### config.mk
export PLATFORM = sky130hd
export DESIGN_NAME = reset_sequencer_flat
export DESIGN_NICKNAME = d
export VERILOG_FILES = /design/src/rtl/reset_sequencer_if.sv /design/src/rtl/reset_sequencer.sv /design/src/flat_wrapper.sv
export SDC_FILE = /design/constraint.sdc
export NUM_CORES = 1
export LEC_CHECK = 0
export CAP_MARGIN = 20
export CORE_MARGIN = 2
export CORE_UTILIZATION = 58
export DETAILED_ROUTE_END_ITERATION = 12
export PLACE_DENSITY = 0.91
export SETUP_SLACK_MARGIN = 0.1
export SLEW_MARGIN = 5
export SYNTH_ARGS = -nofsm -noshare
export SYNTH_HDL_FRONTEND = slang
export SYNTH_SLANG_ARGS = --single-unit
### constraint.sdc
create_clock -name clk -period 5 [get_ports clk]
set_clock_uncertainty 0.2 [all_clocks]
set_input_delay 1 -clock clk [delete_from_list [all_inputs] [get_ports clk]]
set_output_delay 1 -clock clk [all_outputs]
set_load 0.01 [all_outputs]
### src/rtl/reset_sequencer_if.sv
// Reset-stream bundle between the reset sequencer and the logic it controls:
// software reset request in, per-domain resets and assertion enable out.
interface reset_sequencer_if #(
    parameter int NUM_DOMAINS = 3
);
    logic                   sw_reset_req;
    logic [NUM_DOMAINS-1:0] domain_reset;
    logic                   assert_en;
    logic                   seq_busy;

    modport master (
        input  sw_reset_req,
        output domain_reset,
        output assert_en,
        output seq_busy
    );

    modport slave (
        output sw_reset_req,
        input  domain_reset,
        input  assert_en,
        input  seq_busy
    );
endinterface

### src/rtl/reset_sequencer.sv
// Reset sequencer: asynchronous assert, synchronised release, fixed hold, then
// ordered per-domain release; assert_en rises once every domain is out of reset.
module reset_sequencer #(
    parameter int SYNC_STAGES = 2,
    parameter int HOLD_CYCLES = 16,
    parameter int NUM_DOMAINS = 3,
    parameter int STAGE_GAP   = 4
) (
    input  logic              clk,
    input  logic              reset_n,
    reset_sequencer_if.master seq
);
    localparam int MAX_CNT = (HOLD_CYCLES > STAGE_GAP) ? HOLD_CYCLES : STAGE_GAP;
    localparam int CNT_W   = $clog2(MAX_CNT) + 1;
    localparam int IDX_W   = $clog2(NUM_DOMAINS) + 1;

    localparam logic [CNT_W-1:0] HOLD_LAST = CNT_W'(HOLD_CYCLES - 1);
    localparam logic [CNT_W-1:0] GAP_LAST  = CNT_W'(STAGE_GAP - 1);
    localparam logic [IDX_W-1:0] IDX_LAST  = IDX_W'(NUM_DOMAINS - 1);

    typedef enum logic [1:0] {
        SYNC,
        HOLD,
        RELEASE,
        RUN
    } state_t;

    state_t                 state_reg;
    logic [SYNC_STAGES-1:0] sync_reg;
    logic                   sync_rst_n;
    logic [CNT_W-1:0]       hold_cnt_reg;
    logic [CNT_W-1:0]       gap_cnt_reg;
    logic [IDX_W-1:0]       dom_idx_reg;
    logic [NUM_DOMAINS-1:0] domain_reset_reg;
    logic                   assert_en_reg;
    logic                   seq_busy_reg;

    assign sync_rst_n = sync_reg[SYNC_STAGES-1];

    always_ff @(posedge clk or negedge reset_n) begin
        if (!reset_n) begin
            state_reg        <= SYNC;
            sync_reg         <= '0;
            hold_cnt_reg     <= '0;
            gap_cnt_reg      <= '0;
            dom_idx_reg      <= '0;
            domain_reset_reg <= '1;
            assert_en_reg    <= 1'b0;
            seq_busy_reg     <= 1'b1;
        end else begin
            sync_reg <= {sync_reg[SYNC_STAGES-2:0], 1'b1};
            case (state_reg)
                // Leave SYNC on the same edge the last synchroniser stage goes high.
                SYNC: begin
                    if (sync_reg[SYNC_STAGES-2]) begin
                        state_reg    <= HOLD;
                        hold_cnt_reg <= '0;
                    end
                end
                HOLD: begin
                    if (sync_rst_n) begin
                        if (hold_cnt_reg == HOLD_LAST) begin
                            // Domains release lowest bit first, so one shift frees the next one.
                            domain_reset_reg <= domain_reset_reg << 1;
                            hold_cnt_reg     <= '0;
                            gap_cnt_reg      <= '0;
                            dom_idx_reg      <= '0;
                            state_reg        <= (NUM_DOMAINS == 1) ? RUN : RELEASE;
                        end else begin
                            hold_cnt_reg <= hold_cnt_reg + 1'b1;
                        end
                    end
                end
                RELEASE: begin
                    if (seq.sw_reset_req) begin
                        state_reg        <= HOLD;
                        hold_cnt_reg     <= '0;
                        gap_cnt_reg      <= '0;
                        dom_idx_reg      <= '0;
                        domain_reset_reg <= '1;
                    end else if (gap_cnt_reg == GAP_LAST) begin
                        gap_cnt_reg      <= '0;
                        dom_idx_reg      <= dom_idx_reg + 1'b1;
                        domain_reset_reg <= domain_reset_reg << 1;
                        if (dom_idx_reg == IDX_LAST - 1'b1) begin
                            state_reg <= RUN;
                        end
                    end else begin
                        gap_cnt_reg <= gap_cnt_reg + 1'b1;
                    end
                end
                RUN: begin
                    if (seq.sw_reset_req) begin
                        state_reg        <= HOLD;
                        hold_cnt_reg     <= '0;
                        gap_cnt_reg      <= '0;
                        dom_idx_reg      <= '0;
                        domain_reset_reg <= '1;
                        assert_en_reg    <= 1'b0;
                        seq_busy_reg     <= 1'b1;
                    end else begin
                        assert_en_reg <= 1'b1;
                        seq_busy_reg  <= 1'b0;
                    end
                end
                default: state_reg <= SYNC;
            endcase
        end
    end

    assign seq.domain_reset = domain_reset_reg;
    assign seq.assert_en    = assert_en_reg;
    assign seq.seq_busy     = seq_busy_reg;
endmodule

### src/flat_wrapper.sv
// flat-port wrapper written by rule: the top's interface ports become plain ports
module reset_sequencer_flat 
#(
    parameter int SYNC_STAGES = 2,
    parameter int HOLD_CYCLES = 16,
    parameter int NUM_DOMAINS = 3,
    parameter int STAGE_GAP   = 4
)
  (clk, reset_n, seq_sw_reset_req, seq_domain_reset, seq_assert_en, seq_seq_busy);
  reset_sequencer_if #(.NUM_DOMAINS(NUM_DOMAINS)) seq_i ();
  input  logic clk;
  input  logic reset_n;
  input wire logic [$bits(seq_i.sw_reset_req)-1:0] seq_sw_reset_req;
  output wire logic [$bits(seq_i.domain_reset)-1:0] seq_domain_reset;
  output wire logic [$bits(seq_i.assert_en)-1:0] seq_assert_en;
  output wire logic [$bits(seq_i.seq_busy)-1:0] seq_seq_busy;
  assign seq_i.sw_reset_req = seq_sw_reset_req;
  assign seq_domain_reset = seq_i.domain_reset;
  assign seq_assert_en = seq_i.assert_en;
  assign seq_seq_busy = seq_i.seq_busy;
  reset_sequencer #(.SYNC_STAGES(SYNC_STAGES), .HOLD_CYCLES(HOLD_CYCLES), .NUM_DOMAINS(NUM_DOMAINS), .STAGE_GAP(STAGE_GAP)) u_core (.clk(clk), .reset_n(reset_n), .seq(seq_i));
endmodule
**Word level (Yosys, flattened, before mapping)**

Cells that the tools add are included.

- Reduce and logical (&&, ||, !) cells: 7
- Muxes and demuxes: 32
- $add $sub $neg: 3
- Eq/ne operators: 13

Operator list:

| kind | count |
|---|---|
| two-way mux 5 bit | 8 |
| two-way mux 3 bit | 10 |
| one-hot mux 5 bit (3 select lines) | 2 |
| one-hot mux 3 bit (3 select lines) | 2 |
| two-way mux 2 bit | 7 |
| adder 5 x 1 -> 5 bit, second input constant | 2 |
| inequality test 2 x 1 -> 1 bit, second input constant | 4 |
| one-hot mux 2 bit (4 select lines) | 1 |
| inequality test 3 x 2 -> 1 bit, second input constant | 2 |
| AND reduction 6 bit | 1 |
| equality test 5 x 2 -> 1 bit, second input constant | 1 |
| equality test 5 x 4 -> 1 bit, second input constant | 1 |
| AND reduction 5 bit | 1 |
| equality test 2 bit, second input constant | 2 |
| AND reduction 4 bit | 1 |
| adder 3 x 1 -> 3 bit, second input constant | 1 |
| equality test 3 x 1 -> 1 bit, second input constant | 1 |
| AND reduction 3 bit | 1 |
| nonzero test 3 bit | 1 |
| equality test 2 x 1 -> 1 bit, second input constant | 1 |
| zero test 2 bit | 1 |
| two-way mux 1 bit | 2 |
| inequality test 2 bit, second input constant | 1 |
| OR reduction 2 bit | 1 |

- Word-level logic and storage cells: 63
- Flip-flop bits (word level): 22
- Output and inout bits: 5
- Input port bits: 3

**Depth between registers and ports, before layout**

- Depth after elaboration: 5
- Mapped depth: 7
- Mapped depth without buffers: 6

**Worst setup path after synthesis**

Ideal clock, no wire load.

- Kind: in2reg
- Start: in seq_sw_reset_req
- End: reg u_core.gap_cnt_reg[4]
- Required time: 4.731 ns
- Data arrival time: 1.915 ns
- Stages: 4
- Setup time: 0.069 ns
- Setup slack: 2.816 ns
- Path buffers: 0
- Cell sequence: nand2b_1 -> o2111ai_4 -> or4_1 -> nand3_1

- Word-level cells in the longest chain between the ends: 2
- Elaborated cells on any way between the ends: 4
- Classes of those cells: 1 x eq/ne; 2 x mux; 1 x reduce/logical

Ends and longest elaborated chain:

| what | line | RTL |
|---|---|---|
| start, declared | flat_wrapper.sv:13 | `input wire logic [$bits(seq_i.sw_reset_req)-1:0] seq_sw_reset_req;` |
| two-way mux 5 bit or inequality test 2 bit (tied branches) | -- |  |
| one-hot mux 5 bit (3 select lines) or AND reduction 4 bit (tied branches) | -- |  |
| end signal, assigned | reset_sequencer.sv:89 | `gap_cnt_reg <= gap_cnt_reg + 1'b1;` |
| end, declared | reset_sequencer.sv:32 | `logic [CNT_W-1:0] gap_cnt_reg;` |

Several ways; a longest one is shown, not always the timed one.
A chain may end at the register's enable or synchronous reset.

**Final worst setup path**

Ends and elaborated chain as after synthesis.

==> impl_results.md <==
* Status: completed
* GRT Residual Overflow at 0
* FMAX at 378 MHz
* CP Data Arrival Time at 2.70 ns
* Fin area at 1310 µm²
* Netlist cell types at 31
* Most frequent cells after synthesis: dfrtp_1 (18), o21ai_0 (17), ha_1 (9)
* Die Ht at between 40 and 50 µm
* Root buf cell: clkbuf_4
* Yosys reg bits at 22
* Worst slew pin tran at 0.678 ns
* Area grow syn2layout at 13.1%
* Hold WS at 0.258 ns
* Routed len/inst at approximately 13 µm
* CP delay by family, top: simple AND/OR/NAND/NOR gates
* CTS tree: built
* Max Cap Viol at 0
* Worst hold path class: flop to flop
* Tcrit/Tclk final at 52.9%
* Post-CTS Setup Bufs at 0
* Count of endpoints failing setup in the final report at 0
* Slew HR at a little over half
* Setup TNS Final at 0 ns
* DR vias/cell at 5.84
* Worst VDD drop at 348 µV
* Worst setup EP type: flop
* Fraction of registers with async set/reset at 100%
* Met3 track demand over resource at around 2.8%
* Number of buffers on the longest clock path at 2
* Most used routing layer: met2
* GR Util met2 at 32.4%
* Critical Path Slowest Stage Cell: clkdlybuf4s50_1
* Synth Net Count at 125
* Tmin final at 2.65 ns
* Largest net degree at the start of global routing at 23
* Top Ports at 8
* Nets at 137
* Dpl cell area at 1250 µm²
* Worst Path Buf+Inv at 1
* Post-Syn Instances at 113
* GP Congestion at 0.769
* Die W at 48.6 µm
* Area share of the largest cell type after synthesis at between 30% and 40%
* Final hold vios at 0
* Post-Route WL at 2030 µm
* Layout cells sized above 1 at 10.5%
* CP cell instances: clkdlybuf4s50_1 -> nand2b_1 -> o2111ai_4 -> or4_1 -> nand3_1
* Synth Cell Area at around 1200 µm²
* Largest cells by area after synthesis: dfrtp_1 (39%), ha_1 (9.8%), dfstp_2 (9.1%)
* Post-CTS sizing at 0
* Crit-path max FO at 18
* Clk sinks at 22
* Initial Util at 60.1%
* Pleak at 0.589 nW
* Drt initial violations at 16
* Cell Rows at 16
* Antenna Violating Nets Remaining at 0
* Seq/Total Area, Yosys at 48.1%
* Die area at 2360 µm²
* Hpwl dp at around 1500 µm
* Skew-Pair Late Insertion Delay at 0.31 ns
* CP Class: input pin to flop
* Drt drc at 0
* First-pass GRT wire length at 3470 µm
* Filler Cells Inserted at 146
* Hold_buf cts at 0
* Clock slew at reported path FFs at between 0.1 and 0.15 ns
* Count leader, synth: dfrtp_1
* Pre-antenna DRT Iters at 4
* Critical Path Start Type: input pin
* # port buffers at 7
* DR vias at around 880
* CTS buffer count at 3
* WP data required at a little over 5 ns
* ANT cells at 0
* Synth Area per Inst at 10.2 µm²
* Area leader, netlist: dfrtp_1
* RSZ-0062 raised after global routing: false
* Predominant post-synthesis flop cell: dfrtp_1
* Crit path largest cell delay at 0.56 ns
* CTS H-tree depth at 1
* Number of global-route vias before repair at about 830
* Placeable Area at 1920 µm²
* Tot GR Track Use at 18.9%
* Pwr dens at 495 nW/µm²
* Post-synth EDFFs at 0
* Initial antenna violation count at 0
* Slew Limit Fails at 0
* Warnings, synthesis at 0
* R2r setup slk at 2.82 ns
* GR Util met1 at 23.0%
[cells by family after synthesis]
| logic type | after synthesis | share of synthesized area, % |
|---|---|---|
| mux | 3 | 2.71 |
| fa+ha+maj | 9 | 9.75 |
| flops | 22 | 48.1 |
| simple gates | 39 | 18.9 |
| other cells | 1 | 0.325 |
| compound gates | 31 | 17.7 |
| buf+inv | 8 | 2.60 |
[through the flow]
stage / setup WS [ns] / power (mW) / instances / utilization, %
after floorplan: 2.82 / 0.461 / 113 / -
after global routing: 2.27 / 0.691 / 151 / 68.0
final: 2.35 / 0.647 / 151 / 68.0
after detailed placement: 2.04 / 0.552 / 146 / 65.3
after global placement: 2.10 / 0.537 / 146 / 65.3
after CTS: 2.36 / 0.650 / 150 / 67.2
[area by class of cell]
| cell class | instances | area, µm² | area share [%] |
|---|---|---|---|
| multi-input cells | 83 | 569 | 43.6 |
| flip-flops and latches | 22 | 556 | 42.5 |
| repair buffers | 8 | 85.1 | 6.51 |
| clock buffers | 4 | 36.3 | 2.78 |
| well taps | 27 | 33.8 | 2.59 |
| inverters | 7 | 26.3 | 2.01 |
[layer usage]
metal  wire, µm  up-vias
met1        907      434
met2       1030       16
met5          0        -
met3         54        4
met4         42        0
li1           -      428
[where the power goes]
| group | switching [mW] | total, mW | internal (mW) | leakage [nW] |
|---|---|---|---|---|
| registers | 0.0333 | 0.264 | 0.230 | 0.281 |
| logic | 0.164 | 0.286 | 0.122 | 0.288 |
| clock network | 0.0531 | 0.0976 | 0.0445 | 0.0210 |
[worst paths after layout]
path                                           from                     end  depth (start not counted)
worst min register to register   u_core.sync_reg[0]      u_core.sync_reg[1]                          0
worst min-delay path             u_core.sync_reg[0]      u_core.sync_reg[1]                          0
worst max-delay path               seq_sw_reset_req   u_core.gap_cnt_reg[4]                          5
max in group asynchronous                   reset_n     u_core.seq.seq_busy                          2
worst max register to register  u_core.state_reg[1]   u_core.dom_idx_reg[2]                          6
min in group asynchronous                   reset_n  u_core.hold_cnt_reg[2]                          1
[cell usage in the layout, fill, tap and decap left out, types with 2 or more instances in the layout]
| master | netlist | final |
|---|---|---|
| nor2_1 | 3 | 3 |
| or3_1 | 2 | 2 |
| o21ai_0 | 17 | 17 |
| mux2i_1 | 2 | 2 |
| nor3_1 | 2 | 2 |
| dfstp_2 | 4 | 4 |
| a21oi_1 | 5 | 5 |
| ha_1 | 9 | 9 |
| clkbuf_4 | 0 | 3 |
| a21o_1 | 3 | 3 |
| nand2_1 | 8 | 8 |
| nor2b_1 | 5 | 5 |
| nand2b_1 | 5 | 5 |
| inv_1 | 7 | 7 |
| clkdlybuf4s50_1 | 0 | 7 |
| nand3_1 | 6 | 6 |
| dfrtp_1 | 18 | 18 |
| o31ai_1 | 2 | 2 |
Note: power is estimated with default switching activity, not from simulation.
